<file path="src/rtl/serial_adder_seq.sv">
// -----------------------------------------------------------------------------
// serial_adder_seq
//
// Bit-serial addition controller. One full-add cell is reused over WIDTH
// clock cycles, LSB first. The cell is two half adders plus an OR for the
// carry. The controller captures the operands, keeps the running carry and
// counts the bits. It reports the result through a start/busy/done handshake.
//
// Ports
//   clk    in   1      rising-edge clock
//   rst    in   1      synchronous active-high reset (clears all state)
//   start  in   1      request; sampled only while idle
//   a      in   WIDTH  operand A, captured on the accepting edge
//   b      in   WIDTH  operand B, captured on the accepting edge
//   busy   out  1      addition in progress
//   done   out  1      one-cycle pulse, sum/cout freshly updated
//   sum    out  WIDTH  last completed sum
//   cout   out  1      carry out of the MSB of the last completed sum
//
// Timing: start accepted at edge k -> busy for cycles k+1..k+WIDTH, done in
// the cycle after edge k+WIDTH, back in idle one edge later.
// -----------------------------------------------------------------------------
module serial_adder_seq #(
  parameter int WIDTH = 8
) (
  input  logic             clk,
  input  logic             rst,
  input  logic             start,
  input  logic [WIDTH-1:0] a,
  input  logic [WIDTH-1:0] b,
  output logic             busy,
  output logic             done,
  output logic [WIDTH-1:0] sum,
  output logic             cout
);

  typedef enum logic [1:0] {
    S_IDLE = 2'd0,
    S_RUN  = 2'd1,
    S_DONE = 2'd2
  } state_t;

  // 6 bits covers the largest legal WIDTH (32) without depending on $clog2,
  // which would collapse to zero bits at WIDTH=1.
  localparam logic [5:0] CNT_LAST = 6'(WIDTH - 1);

  state_t           state_q;
  logic [WIDTH-1:0] a_sh_q;
  logic [WIDTH-1:0] b_sh_q;
  logic [WIDTH-1:0] psum_q;
  logic             carry_q;
  logic [5:0]       cnt_q;
  logic             busy_q;
  logic             done_q;
  logic [WIDTH-1:0] sum_q;
  logic             cout_q;

  logic [1:0]       fa_d;
  logic             carry_d;
  logic [WIDTH:0]   psum_ext;
  logic [WIDTH-1:0] psum_d;
  logic             last_bit;

  // Gate-level cell: half adder on the operand bits, half adder adding the
  // incoming carry, OR of the two half-adder carries. Returns {carry, sum}.
  function automatic logic [1:0] full_add(input logic x, input logic y,
                                          input logic ci);
    logic s1, c1, s2, c2;
    s1 = x ^ y;
    c1 = x & y;
    s2 = s1 ^ ci;
    c2 = s1 & ci;
    return {c1 | c2, s2};
  endfunction

  always_comb begin
    fa_d     = full_add(a_sh_q[0], b_sh_q[0], carry_q);
    carry_d  = fa_d[1];
    // New sum bit enters at the MSB; after WIDTH shifts bit 0 sits at the LSB.
    // Concatenate-then-slice keeps this legal for WIDTH=1.
    psum_ext = {fa_d[0], psum_q};
    psum_d   = psum_ext[WIDTH:1];
    last_bit = (cnt_q == CNT_LAST);
  end

  always_ff @(posedge clk) begin
    if (rst) begin
      state_q <= S_IDLE;
      a_sh_q  <= '0;
      b_sh_q  <= '0;
      psum_q  <= '0;
      carry_q <= 1'b0;
      cnt_q   <= '0;
      busy_q  <= 1'b0;
      done_q  <= 1'b0;
      sum_q   <= '0;
      cout_q  <= 1'b0;
    end else begin
      case (state_q)
        S_IDLE: begin
          done_q <= 1'b0;
          if (start) begin
            a_sh_q  <= a;
            b_sh_q  <= b;
            psum_q  <= '0;
            carry_q <= 1'b0;
            cnt_q   <= '0;
            busy_q  <= 1'b1;
            state_q <= S_RUN;
          end
        end

        S_RUN: begin
          // start is deliberately not looked at here: no queueing.
          a_sh_q  <= a_sh_q >> 1;
          b_sh_q  <= b_sh_q >> 1;
          psum_q  <= psum_d;
          carry_q <= carry_d;
          cnt_q   <= cnt_q + 6'd1;
          if (last_bit) begin
            // Only point where the visible result changes.
            sum_q   <= psum_d;
            cout_q  <= carry_d;
            busy_q  <= 1'b0;
            done_q  <= 1'b1;
            state_q <= S_DONE;
          end
        end

        S_DONE: begin
          // start is ignored here; the requester must present it in idle.
          done_q  <= 1'b0;
          state_q <= S_IDLE;
        end

        default: begin
          busy_q  <= 1'b0;
          done_q  <= 1'b0;
          state_q <= S_IDLE;
        end
      endcase
    end
  end

  assign busy = busy_q;
  assign done = done_q;
  assign sum  = sum_q;
  assign cout = cout_q;

endmodule
</file>
<file path="config.mk">
export PLATFORM = sky130hd
export DESIGN_NAME = serial_adder_seq
export DESIGN_NICKNAME = d
export VERILOG_FILES = /design/src/rtl/serial_adder_seq.sv
export SDC_FILE = /design/constraint.sdc
export NUM_CORES = 1
export LEC_CHECK = 0
export CORE_MARGIN = 2
export CORE_UTILIZATION = 46
export DETAILED_ROUTE_END_ITERATION = 12
export DONT_BUFFER_PORTS = 1
export PLACE_DENSITY_LB_ADDON = 0.3
export REMOVE_ABC_BUFFERS = 1
export SKIP_CTS_REPAIR_TIMING = 1
export SYNTH_ARGS = -nofsm -noshare
export SYNTH_HDL_FRONTEND = slang
export SYNTH_SLANG_ARGS = --single-unit
</file>
<file path="constraint.sdc">
create_clock -name clk -period 2.9 [get_ports clk]
set_input_delay 0.58 -clock clk [delete_from_list [all_inputs] [get_ports clk]]
set_output_delay 0.58 -clock clk [all_outputs]
set_load 0.1 [all_outputs]
</file>
* Word level (Yosys, flattened, before mapping)
Index checks and enable logic that the tools add are counted.
** Cells by class
- Add/subtract/negate cells :: 1
- Equal/unequal tests :: 5
- Muxes and demuxes :: 16
- Bitwise gates (word level) :: 7
- Reductions and logical operators :: 7
** Operator list (number)
- one-hot mux 8 bit (2 select lines) :: 3
- 2-to-1 mux 8 bit :: 3
- one-hot mux 6 bit (2 select lines) :: 1
- adder 6 x 1 -> 6 bit (second input constant) :: 1
- equality test 6 x 3 -> 1 bit (second input constant) :: 1
- 2-to-1 mux 6 bit :: 1
- AND reduction 2 bit :: 3
- 2-to-1 mux 2 bit :: 2
- inequality test 2 bit (second input constant) :: 2
- one-hot mux 2 bit (2 select lines) :: 1
- 2-to-1 mux 1 bit :: 3
- one-hot mux 1 bit (3 select lines) :: 1
- AND reduction 3 bit :: 1
- bitwise AND 1 bit :: 2
- equality test 2 x 1 -> 1 bit (second input constant) :: 1
- equality test 2 bit (second input constant) :: 1
- zero test 2 bit :: 1
- NOT 1 bit :: 2
- one-hot mux 1 bit (2 select lines) :: 1
- nonzero test 2 bit :: 1
- OR reduction 2 bit :: 1
- XOR 1 bit :: 2
- bitwise OR 1 bit :: 1
** Word-level totals
- Register bits after elaboration :: 44
- Input port bits :: 19
- Output and inout bits :: 11
- Logic and storage cells :: 46

* Longest topological paths before layout
- Depth after elaboration :: 4
- Gate-level depth with buffers :: 6
- Depth with buffers taken out :: 4

* Worst setup path after synthesis
OpenSTA, ideal clock, no wires.
- Path type :: input -> register
- Start point :: in rst
- End point :: reg b_sh_q[1]
- Library setup time :: 138 ps
- Arrival time :: 1402 ps
- Required time :: 2762 ps
- Path slack :: 1360 ps
- Stages :: 4
- Path buffers :: 3
- Path through :: clkbuf_1 -> clkbuf_1 -> clkbuf_1 -> a211oi_1
** RTL lines
- from (decl) :: RTL line 27 : input logic rst,
- to (signal assigned) :: RTL line 116 : b_sh_q <= b_sh_q >> 1;
- to (decl) :: RTL line 49 : logic [WIDTH-1:0] b_sh_q;
No word-level cell between the ends.

* Final worst setup path
- Start point :: reg state_q[0]
- End point :: reg sum_q[0], in the netlist sum[0]
** Between the ends
- Cells in the longest elaborated chain, start to end :: 2
** Ends and longest elaborated chain
- from (decl) :: RTL line 47 : state_t state_q;
- from (signal assigned) :: RTL line 88 : state_q <= S_IDLE;
- from (signal assigned) :: RTL line 109 : state_q <= S_RUN;
- from (signal assigned) :: RTL line 126 : state_q <= S_DONE;
- equality test 2 x 1 -> 1 bit :: RTL line 99 : case (state_q)
- AND reduction 2 bit (no source line)
- to (signal assigned) :: RTL line 122 : sum_q <= psum_d;
- to (decl) :: RTL line 55 : logic [WIDTH-1:0] sum_q;
No other way between the ends.
A chain may end at the register's enable or synchronous reset.

==> reports/metrics.cfg <==
[outcome]
status = completed

[synthesis]
syn_area_per_cell_sq_um = 9.69
ys_async_sr_fraction_pct = 0
synthCells = 189
yosysSeqAreaShare_pct = 47.0
synth_cell_type_count = 35
synth_area_sq_um = 1830
synth.area.top_cells = dfxtp_1 (47%), a211oi_1 (6.6%), nand2b_1 (6.5%)
ys_seq_elements = 43
yosys_warnings = 0
synth_largest_area_cell = dfxtp_1
synth_commonest_cells = dfxtp_1 (43), nor2_1 (27), nand2b_1 (19)
synth_edf_count = 0
synth_most_common_cell = dfxtp_1
yosys.area.top_type_share_pct = 47.0
synthFlopType = dfxtp_1

[drt]
firstDrtPassIters = 4
drt-total-wl_microns = 3660
drt-wirelength-per-cell_microns = 15.8
via_count = 1371
drc = 0
drt_iter0_markers = 66
route.antenna.remaining_nets = 0
viasPerCell = 5.94

[finish]
area_growth_pct = 7.45
final_cells = 231
fillers = 354
layout-drive-gt1-share_pct = 8.74
antenna_cells = 0
final_nets = 203

[floorplanning]
core-area_sq_um = 3740
rows = 22
die_h_microns = 67.1
initial_utilization_pct = 48.9
die_x_microns = 67.1
io_pins = 30
die-area_sq_um = 4500

[global_route]
grt_pass1_vias = 1428
grt_pass1_wl_microns = 6300
grt_max_degree = 46
grt-ovfl-total = 0
grt_usage_pct = 18.7
antenna_found_initial = 0

[clock_tree]
cts_buffers = 5
cts_tree = yes
root_buffer = clkbuf_8
path_clk_slew_ps = 80
clk_latency_ps = 290
clkSinkCount = 43
cts_max_path_buffers = 2
cts_htree_levels = 2

[sta]
finClkSkew_ps = 6.83
rsz0062_at_grt = false
min_period_ps = 2050
setup_viol_count_final = 0
slew_headroom_pct = 33.3
hold_viol = 0
tns_ps = 0
tightest_slew_ps = 998
drv_slew = 0
clock.fmax_ghz = 0.488
finalCritPeriodShare_pct = 70.6

[critical_path]
timing.reg2reg.setup_slack_ps = 850
reg2reg_to = sum[0]
r2r-start = state_q[0]
reg2regPathDepth = 3
critPathMaxFanout = 18
crit_required_ps = 3120
crit_path_end_kind = register
crit_type = reg2reg
cp.arrival_ps = 2270
cp-start-kind = register

[min_path]
hold_class = in2reg
hold_depth = 1
hold_start = rst
holdPathEnd = cnt_q[2]

[power_and_ir_drop]
power-per-cell-area_nw_per_um2 = 648
leakage_nw = 0.674
ir_drop_mv = 0.326

[run]
drv_cap = 0

[place]
port_buffers = 0
gp_congestion = 0.800
place_inst = 223
dpl.hpwl_microns = 2440

==> how the worst max path moves through the flow <==
stage | from | endpoint | depth (start not counted)
floorplan | state_q[0] | carry_q | 3
global placement | state_q[0] | cout | 3
detailed placement | state_q[0] | sum[0] | 3
CTS | state_q[0] | sum[0] | 3
global route | state_q[0] | cout | 3
finish | state_q[0] | sum[0] | 3
==> cell type report <==
type                    count  area [sq um]  area share (%)
clock inverters             3          67.6            3.44
repair buffers              1          7.51           0.382
multi-input cells         128           891            45.3
well taps                  48          60.1            3.05
flip-flops and latches     43           861            43.8
inverters                   3          11.3           0.573
clock buffers               5          68.8            3.50
==> registers in the layout, summed over array words and instances (netlist names) <==
name     flops
a_sh_q       8
b_sh_q       8
sum          8
psum_q       7
cnt_q        6
state_q      2
busy         1
carry_q      1
cout         1
done         1
==> cell families after synthesis <==
family / count (synthesis) / synth area share (%)
and+or+nand+nor: 64 / 19.1
AOI/OAI and AO/OA: 51 / 21.6
DFF: 43 / 47.0
buffers and inverters: 18 / 4.31
muxes: 11 / 6.15
adders and majority gates: 2 / 1.78
==> cells in the final DEF (no fill, tap or decap), types with 2 or more instances in the layout <==
cell,n
dfxtp_1,43
nor2_1,27
nand2b_1,19
a211oi_1,16
mux2i_1,9
a22o_1,9
o2bb2ai_1,8
o22ai_1,6
clkbuf_8,5
a21oi_1,4
inv_1,3
nor3b_1,3
nand2_1,3
nor3_1,2
nand4_1,2
mux2_2,2
a22oi_1,2
bufinv_16,2
==> worst max-delay path, stage by stage (launching register included) <==
cell,delay [ps]
dfxtp_1,670
nor2b_1,330
nor4b_4,710
mux2i_1,270
==> where the power goes <==
part	total, mW	switching, mW	leakage (nW)	internal, mW
registers	0.645	0.0300	0.351	0.615
logic	0.0795	0.0410	0.259	0.0385
clock network	0.550	0.206	0.0644	0.343
==> through the flow <==
stage	instance area (sq um)	utilization (%)	setup WS, ps	power [mW]	hold WS, ps
final	1970	52.5	853	1.27	350
after global routing	1970	52.5	634	1.33	335
after CTS	1970	52.5	811	1.29	343
after global placement	1830	48.9	927	0.734	461
after floorplan	1760	-	1090	0.718	443
after detailed placement	1830	48.9	818	0.738	489
==> routing by layer <==
metal / vias up / wire, microns / global-route usage, %
met5: - / 0 / 0
met4: 0 / 57 / 8.67
met3: 5 / 238 / 5.74
met2: 40 / 1810 / 31.9
met1: 663 / 1550 / 21.2
li1: 663 / - / -
Power figures use the tool's default switching activity.
